--- config.mk ---
export PLATFORM = sky130hd
export DESIGN_NAME = alu_request_arbiter_flat
export DESIGN_NICKNAME = d
export VERILOG_FILES = /design/src/rtl/alu_request_arbiter_if.sv /design/src/rtl/alu_request_arbiter.sv /design/src/flat_wrapper.sv
export SDC_FILE = /design/constraint.sdc
export NUM_CORES = 1
export LEC_CHECK = 0
export ABC_AREA = 1
export CORE_ASPECT_RATIO = 0.75
export CORE_MARGIN = 2
export CORE_UTILIZATION = 37
export DETAILED_ROUTE_END_ITERATION = 16
export PLACE_DENSITY = 0.79
export SLEW_MARGIN = 30
export SYNTH_ARGS = -nofsm -noshare
export SYNTH_HDL_FRONTEND = slang
export SYNTH_SLANG_ARGS = --single-unit
--- constraint.sdc ---
create_clock -name clk -period 1.37 [get_ports clk]
set_clock_uncertainty 0.2 [all_clocks]
set_input_delay 0.274 -clock clk [delete_from_list [all_inputs] [get_ports clk]]
set_output_delay 0.274 -clock clk [all_outputs]
set_load 0.03 [all_outputs]
--- src/rtl/alu_request_arbiter_if.sv ---
// Bundle between alu_request_arbiter and its surroundings: two requester
// valid/ready channels, the registered ALU operand/opcode drive, the ALU
// result return, the response channel and the display/busy status.
//   slave  : arbiter side (consumes requests + alu_result, drives the rest)
//   master : requester / ALU / display side
interface alu_request_arbiter_if #(
  parameter int WIDTH = 4
);
  logic             req0_valid;
  logic [WIDTH-1:0] req0_a;
  logic [WIDTH-1:0] req0_b;
  logic [1:0]       req0_op;
  logic             req0_ready;

  logic             req1_valid;
  logic [WIDTH-1:0] req1_a;
  logic [WIDTH-1:0] req1_b;
  logic [1:0]       req1_op;
  logic             req1_ready;

  logic [WIDTH-1:0] alu_a;
  logic [WIDTH-1:0] alu_b;
  logic [1:0]       alu_opcode;
  logic [WIDTH-1:0] alu_result;

  logic             rsp_valid;
  logic             rsp_id;
  logic [WIDTH-1:0] rsp_data;
  logic             disp_enable;
  logic             busy;

  modport slave (
    input  req0_valid, req0_a, req0_b, req0_op,
    input  req1_valid, req1_a, req1_b, req1_op,
    input  alu_result,
    output req0_ready, req1_ready,
    output alu_a, alu_b, alu_opcode,
    output rsp_valid, rsp_id, rsp_data, disp_enable, busy
  );

  modport master (
    output req0_valid, req0_a, req0_b, req0_op,
    output req1_valid, req1_a, req1_b, req1_op,
    output alu_result,
    input  req0_ready, req1_ready,
    input  alu_a, alu_b, alu_opcode,
    input  rsp_valid, rsp_id, rsp_data, disp_enable, busy
  );
endinterface

--- src/rtl/alu_request_arbiter.sv ---
// Shares one combinational ALU (and its 7-segment display path) between two
// requesters. One operation in flight at a time: IDLE accepts a request
// (round-robin on ties), EXEC presents registered operands to the ALU for one
// cycle and captures the result, HOLD keeps the display enabled for
// HOLD_CYCLES cycles and pulses rsp_valid in its first cycle.
// Ports:
//   clk, rst_n : clock, asynchronous active-low reset
//   bus        : alu_request_arbiter_if.slave (requests, ALU drive/result,
//                response, disp_enable, busy)
module alu_request_arbiter #(
  parameter int WIDTH       = 4,
  parameter int HOLD_CYCLES = 8
) (
  input  logic                  clk,
  input  logic                  rst_n,
  alu_request_arbiter_if.slave  bus
);
  localparam int NUM_REQ = 2;
  localparam int CNT_W   = $clog2(HOLD_CYCLES + 1);

  typedef enum logic [1:0] {IDLE, EXEC, HOLD} state_t;

  state_t                            state, state_nxt;
  logic                              last_grant;
  logic [CNT_W-1:0]                  hold_cnt;
  logic                              winner;
  logic                              xfer;

  logic [NUM_REQ-1:0]                req_valid;
  logic [NUM_REQ-1:0]                req_ready;
  logic [NUM_REQ-1:0][WIDTH-1:0]     req_a;
  logic [NUM_REQ-1:0][WIDTH-1:0]     req_b;
  logic [NUM_REQ-1:0][1:0]           req_op;

  logic [WIDTH-1:0]                  alu_a_q, alu_b_q, rsp_data_q;
  logic [1:0]                        alu_op_q;
  logic                              rsp_id_q, rsp_valid_q;

  assign req_valid = {bus.req1_valid, bus.req0_valid};
  assign req_a     = {bus.req1_a,     bus.req0_a};
  assign req_b     = {bus.req1_b,     bus.req0_b};
  assign req_op    = {bus.req1_op,    bus.req0_op};

  // Tie goes to whoever was not served last; otherwise the lone valid wins.
  always_comb begin
    if (&req_valid) winner = ~last_grant;
    else            winner = req_valid[1] & ~req_valid[0];
  end

  // Ready is combinational and gated by rst_n so nothing is offered while the
  // block is held in reset.
  for (genvar i = 0; i < NUM_REQ; i++) begin : g_ready
    assign req_ready[i] = rst_n && (state == IDLE) && req_valid[i] &&
                          (winner == 1'(i));
  end

  assign xfer           = |req_ready;
  assign bus.req0_ready = req_ready[0];
  assign bus.req1_ready = req_ready[1];

  // FSM
  always_ff @(posedge clk or negedge rst_n) begin
    if (!rst_n) state <= IDLE;
    else        state <= state_nxt;
  end

  always_comb begin
    state_nxt = state;
    case (state)
      IDLE:    if (xfer) state_nxt = EXEC;
      EXEC:    state_nxt = HOLD;
      HOLD:    if (hold_cnt == '0) state_nxt = IDLE;
      default: state_nxt = IDLE;
    endcase
  end

  // Datapath registers
  always_ff @(posedge clk or negedge rst_n) begin
    if (!rst_n) begin
      last_grant  <= 1'b1;
      hold_cnt    <= '0;
      alu_a_q     <= '0;
      alu_b_q     <= '0;
      alu_op_q    <= '0;
      rsp_id_q    <= 1'b0;
      rsp_data_q  <= '0;
      rsp_valid_q <= 1'b0;
    end else begin
      if (xfer) begin
        alu_a_q    <= req_a[winner];
        alu_b_q    <= req_b[winner];
        alu_op_q   <= req_op[winner];
        rsp_id_q   <= winner;
        last_grant <= winner;
      end
      // Registered off EXEC, so it is high only in the first HOLD cycle.
      rsp_valid_q <= (state == EXEC);
      if (state == EXEC) begin
        rsp_data_q <= bus.alu_result;
        hold_cnt   <= CNT_W'(HOLD_CYCLES - 1);
      end else if (state == HOLD && hold_cnt != '0) begin
        hold_cnt <= hold_cnt - CNT_W'(1);
      end
    end
  end

  assign bus.alu_a       = alu_a_q;
  assign bus.alu_b       = alu_b_q;
  assign bus.alu_opcode  = alu_op_q;
  assign bus.rsp_id      = rsp_id_q;
  assign bus.rsp_data    = rsp_data_q;
  assign bus.rsp_valid   = rsp_valid_q;
  assign bus.disp_enable = (state == HOLD);
  assign bus.busy        = (state != IDLE);
endmodule

--- src/flat_wrapper.sv ---
// flat-port wrapper written by rule: the top's interface ports become plain ports
module alu_request_arbiter_flat 
#(
  parameter int WIDTH       = 4,
  parameter int HOLD_CYCLES = 8
)
  (clk, rst_n, bus_req0_valid, bus_req0_a, bus_req0_b, bus_req0_op, bus_req1_valid, bus_req1_a, bus_req1_b, bus_req1_op, bus_alu_result, bus_req0_ready, bus_req1_ready, bus_alu_a, bus_alu_b, bus_alu_opcode, bus_rsp_valid, bus_rsp_id, bus_rsp_data, bus_disp_enable, bus_busy);
  alu_request_arbiter_if #(.WIDTH(WIDTH)) bus_i ();
  input  logic clk;
  input  logic rst_n;
  input wire logic [$bits(bus_i.req0_valid)-1:0] bus_req0_valid;
  input wire logic [$bits(bus_i.req0_a)-1:0] bus_req0_a;
  input wire logic [$bits(bus_i.req0_b)-1:0] bus_req0_b;
  input wire logic [$bits(bus_i.req0_op)-1:0] bus_req0_op;
  input wire logic [$bits(bus_i.req1_valid)-1:0] bus_req1_valid;
  input wire logic [$bits(bus_i.req1_a)-1:0] bus_req1_a;
  input wire logic [$bits(bus_i.req1_b)-1:0] bus_req1_b;
  input wire logic [$bits(bus_i.req1_op)-1:0] bus_req1_op;
  input wire logic [$bits(bus_i.alu_result)-1:0] bus_alu_result;
  output wire logic [$bits(bus_i.req0_ready)-1:0] bus_req0_ready;
  output wire logic [$bits(bus_i.req1_ready)-1:0] bus_req1_ready;
  output wire logic [$bits(bus_i.alu_a)-1:0] bus_alu_a;
  output wire logic [$bits(bus_i.alu_b)-1:0] bus_alu_b;
  output wire logic [$bits(bus_i.alu_opcode)-1:0] bus_alu_opcode;
  output wire logic [$bits(bus_i.rsp_valid)-1:0] bus_rsp_valid;
  output wire logic [$bits(bus_i.rsp_id)-1:0] bus_rsp_id;
  output wire logic [$bits(bus_i.rsp_data)-1:0] bus_rsp_data;
  output wire logic [$bits(bus_i.disp_enable)-1:0] bus_disp_enable;
  output wire logic [$bits(bus_i.busy)-1:0] bus_busy;
  assign bus_i.req0_valid = bus_req0_valid;
  assign bus_i.req0_a = bus_req0_a;
  assign bus_i.req0_b = bus_req0_b;
  assign bus_i.req0_op = bus_req0_op;
  assign bus_i.req1_valid = bus_req1_valid;
  assign bus_i.req1_a = bus_req1_a;
  assign bus_i.req1_b = bus_req1_b;
  assign bus_i.req1_op = bus_req1_op;
  assign bus_i.alu_result = bus_alu_result;
  assign bus_req0_ready = bus_i.req0_ready;
  assign bus_req1_ready = bus_i.req1_ready;
  assign bus_alu_a = bus_i.alu_a;
  assign bus_alu_b = bus_i.alu_b;
  assign bus_alu_opcode = bus_i.alu_opcode;
  assign bus_rsp_valid = bus_i.rsp_valid;
  assign bus_rsp_id = bus_i.rsp_id;
  assign bus_rsp_data = bus_i.rsp_data;
  assign bus_disp_enable = bus_i.disp_enable;
  assign bus_busy = bus_i.busy;
  alu_request_arbiter #(.WIDTH(WIDTH), .HOLD_CYCLES(HOLD_CYCLES)) u_core (.clk(clk), .rst_n(rst_n), .bus(bus_i));
endmodule
==> results.toml <==
[run_status]
outcome = "finished, violations left"
violations = "negative setup slack"

[die]
initial_core_util = 0.3804
rows = 17
die_w_um = 66.74
die_area_sq_um = 3407
ioPinCount = 48
die-height_um = 51.06
core_area_sq_um = 2872

[placement]
dp_slack_ns = -0.4391
dp_hpwl_um = 2059
gp_congestion = 0.7625
dpl.cell_count = 249
numPortBuffers = 47
placed_cell_area_sq_um = 1732

[finish]
fin_nets = 255
fin_area_sq_um = 1982
layout-drive-gt1-share = 0.3467
syn2layout_area_growth_pct = 81.44
insertedDiodeCount = 0
final_cells = 263
seqCellArea_sq_um = 576.8
fillers = 252
multi_input_area_sq_um = 573.1

[synthesis]
synthTopCellsByArea = "dfrtp_1, nand2_1, dfstp_2, inv_1, nor2_1"
synth_cell_types = 17
synthTopCellsByCount = "nand2_1, dfrtp_1, inv_1, nor2_1, inv_2"
synthArstFlopShare = 1.000
ys_seq_area_frac = 0.5281
synth_nets = 178
synthFlopType = "dfrtp_1"
ys_seq_elements = 23
synth_edf_count = 0
syn_area_sq_um = 1092
synth_top_area_frac = 0.5040
ys_warn_count = 0
yosysMostFrequentCell = "nand2_1"
synth_largest_area_cell = "dfrtp_1"
syn-mean-instance-area_sq_um = 7.331
synth_cells = 149

[route]
ant_nets = 0
vias = 1146
drtIter0Drc = 25
wl_per_cell_um = 11.58
wl_um = 3045
vias_per_cell = 4.357
drcViolationCount = 0
drtPass1Iterations = 4

[grt]
grt_max_degree = 14
grt_pass1_wl_um = 5030
grt_antenna_before_repair = 0
grt_usage = 0.1972
grt.overflow.total = 0
grt_pass1_vias = 1150

[timing]
worstMarginPinSlew_ns = 0.2285
setup_ws_ns = -0.3602
slew_violations = 0
rsz0062_at_grt = "yes"
fmax_mhz = 578.0
holdWs_ns = 0.2742
min_period_ns = 1.730
finalCritPeriodShare = 1.263
setup_viol = 20
finalHoldViolations = 0
slew_headroom = 0.8477

[power]
irDropWorstVdd_uv = 1006
power_leakage_nw = 1.057
total_power_mw = 4.293
powerDensity_nw_per_um2 = 2166

[critical_path]
start_kind = "flip-flop"
arrival_ns = 1.26
crit_path_end_kind = "primary output"
required_ns = 0.90
crit_fanout = 3
crit_type = "flip-flop to primary output"

[cts]
cts-root-buf = "clkbuf_8"
cts-htree-levels = 1
clockBufferDepth = 2
clk_latency_ns = 0.26
clock-sinks = 23
path_clk_slew_ns = 0.08
cts_tree = "built"
numCtsBuffers = 3

[run]
drv_cap = 0

[hold_path]
hold_class = "flip-flop to flip-flop"
==> flip-flops by register name, summed over array words and instances (netlist names) <==
| signal | cells |
|---|---|
| u_core.bus.rsp_valid | 1 |
| u_core.bus.rsp_data | 4 |
| u_core.bus.alu_a | 4 |
| u_core.hold_cnt | 4 |
| u_core.last_grant | 1 |
| u_core.bus.alu_opcode | 2 |
| u_core.bus.alu_b | 4 |
| u_core.bus.rsp_id | 1 |
| u_core.state | 2 |
==> repair_timing <==
item,4_1_cts,5_1_grt
pin swaps,3,9
setup endpoints to repair,17,24
gates resized for setup,23,16
endpoints found under the hold margin,11,0
setup buffers,5,8
hold buffers,2,0
==> placed cells by master, fill, tap and decap left out <==
cell	instances
nand3_2	1
nor2_4	4
clkbuf_8	3
dlygate4sd2_1	2
ha_4	1
buf_4	34
dfstp_2	1
inv_1	3
a21oi_4	1
o21ai_2	2
clkdlybuf4s50_1	25
nand2_2	3
inv_4	2
clkinv_2	1
buf_12	2
nand2_4	5
nand2_1	89
a21oi_2	1
o21ai_4	1
dlygate4sd3_1	2
inv_2	5
dfrtp_1	22
nor2_1	2
nand4_1	1
nor2_2	1
buf_6	10
nand3_1	1
==> per-stage QoR <==
| step | setup TNS [ns] | utilization |
|---|---|---|
| after floorplan | -0.3127 | - |
| after global placement | -5.579 | 0.6031 |
| after detailed placement | -5.934 | 0.6031 |
| after CTS | -3.700 | 0.6614 |
| after global routing | -5.329 | 0.6902 |
| final | -4.027 | 0.6902 |
==> final timing paths <==
kind                                          startpoint                       end  slack (ns)  cells past startpoint
worst max register to register         u_core.last_grant  u_core.bus.alu_opcode[1]       -0.27                      9
worst max-delay path                   u_core.last_grant            bus_req0_ready       -0.36                      5
max in group asynchronous                          rst_n         u_core.last_grant        0.17                      4
worst min register to register  u_core.bus.alu_opcode[0]  u_core.bus.alu_opcode[0]        0.27                      2
worst min-delay path            u_core.bus.alu_opcode[0]  u_core.bus.alu_opcode[0]        0.27                      2
min in group asynchronous                          rst_n       u_core.bus.alu_a[2]        0.45                      3
==> worst max-delay path, cell delays in order (launching register included) <==
cell     delay [ns]
dfstp_2        0.56
nand2_2        0.08
nand2_4        0.10
inv_4          0.05
nor2_4         0.08
buf_6          0.13
==> layout make-up <==
type                            count  share of cell area
Timing Repair Buffer               75              0.3510
Sequential cell                    23              0.2910
Multi-Input combinational cell    113              0.2891
Tap cell                           38             0.02399
Inverter                           10             0.02146
Clock buffer                        3             0.02083
Clock inverter                      1            0.002525
==> kinds of logic (layout without fill, tap and decap cells) <==
kind of cell,count (synthesis),count (layout),synth area share
fa+ha+maj,1,1,0.01145
compound gates,5,5,0.02635
flops,23,23,0.5281
buf+inv,13,89,0.05040
simple gates,107,107,0.3838
==> routing by layer <==
layer  part of all wire  global-route usage
met1               0.44              0.2486
met2               0.50              0.3450
met5                  0                   0
met4             0.0072             0.05102
met3              0.048             0.04185
==> power breakdown <==
group / internal [mW] / leakage, nW / switching, mW
clock network: 0.203 / 0.0255 / 0.214
logic: 1.17 / 0.749 / 1.47
registers: 1.01 / 0.282 / 0.220
No activity file was read; power rests on OpenSTA's default activity.
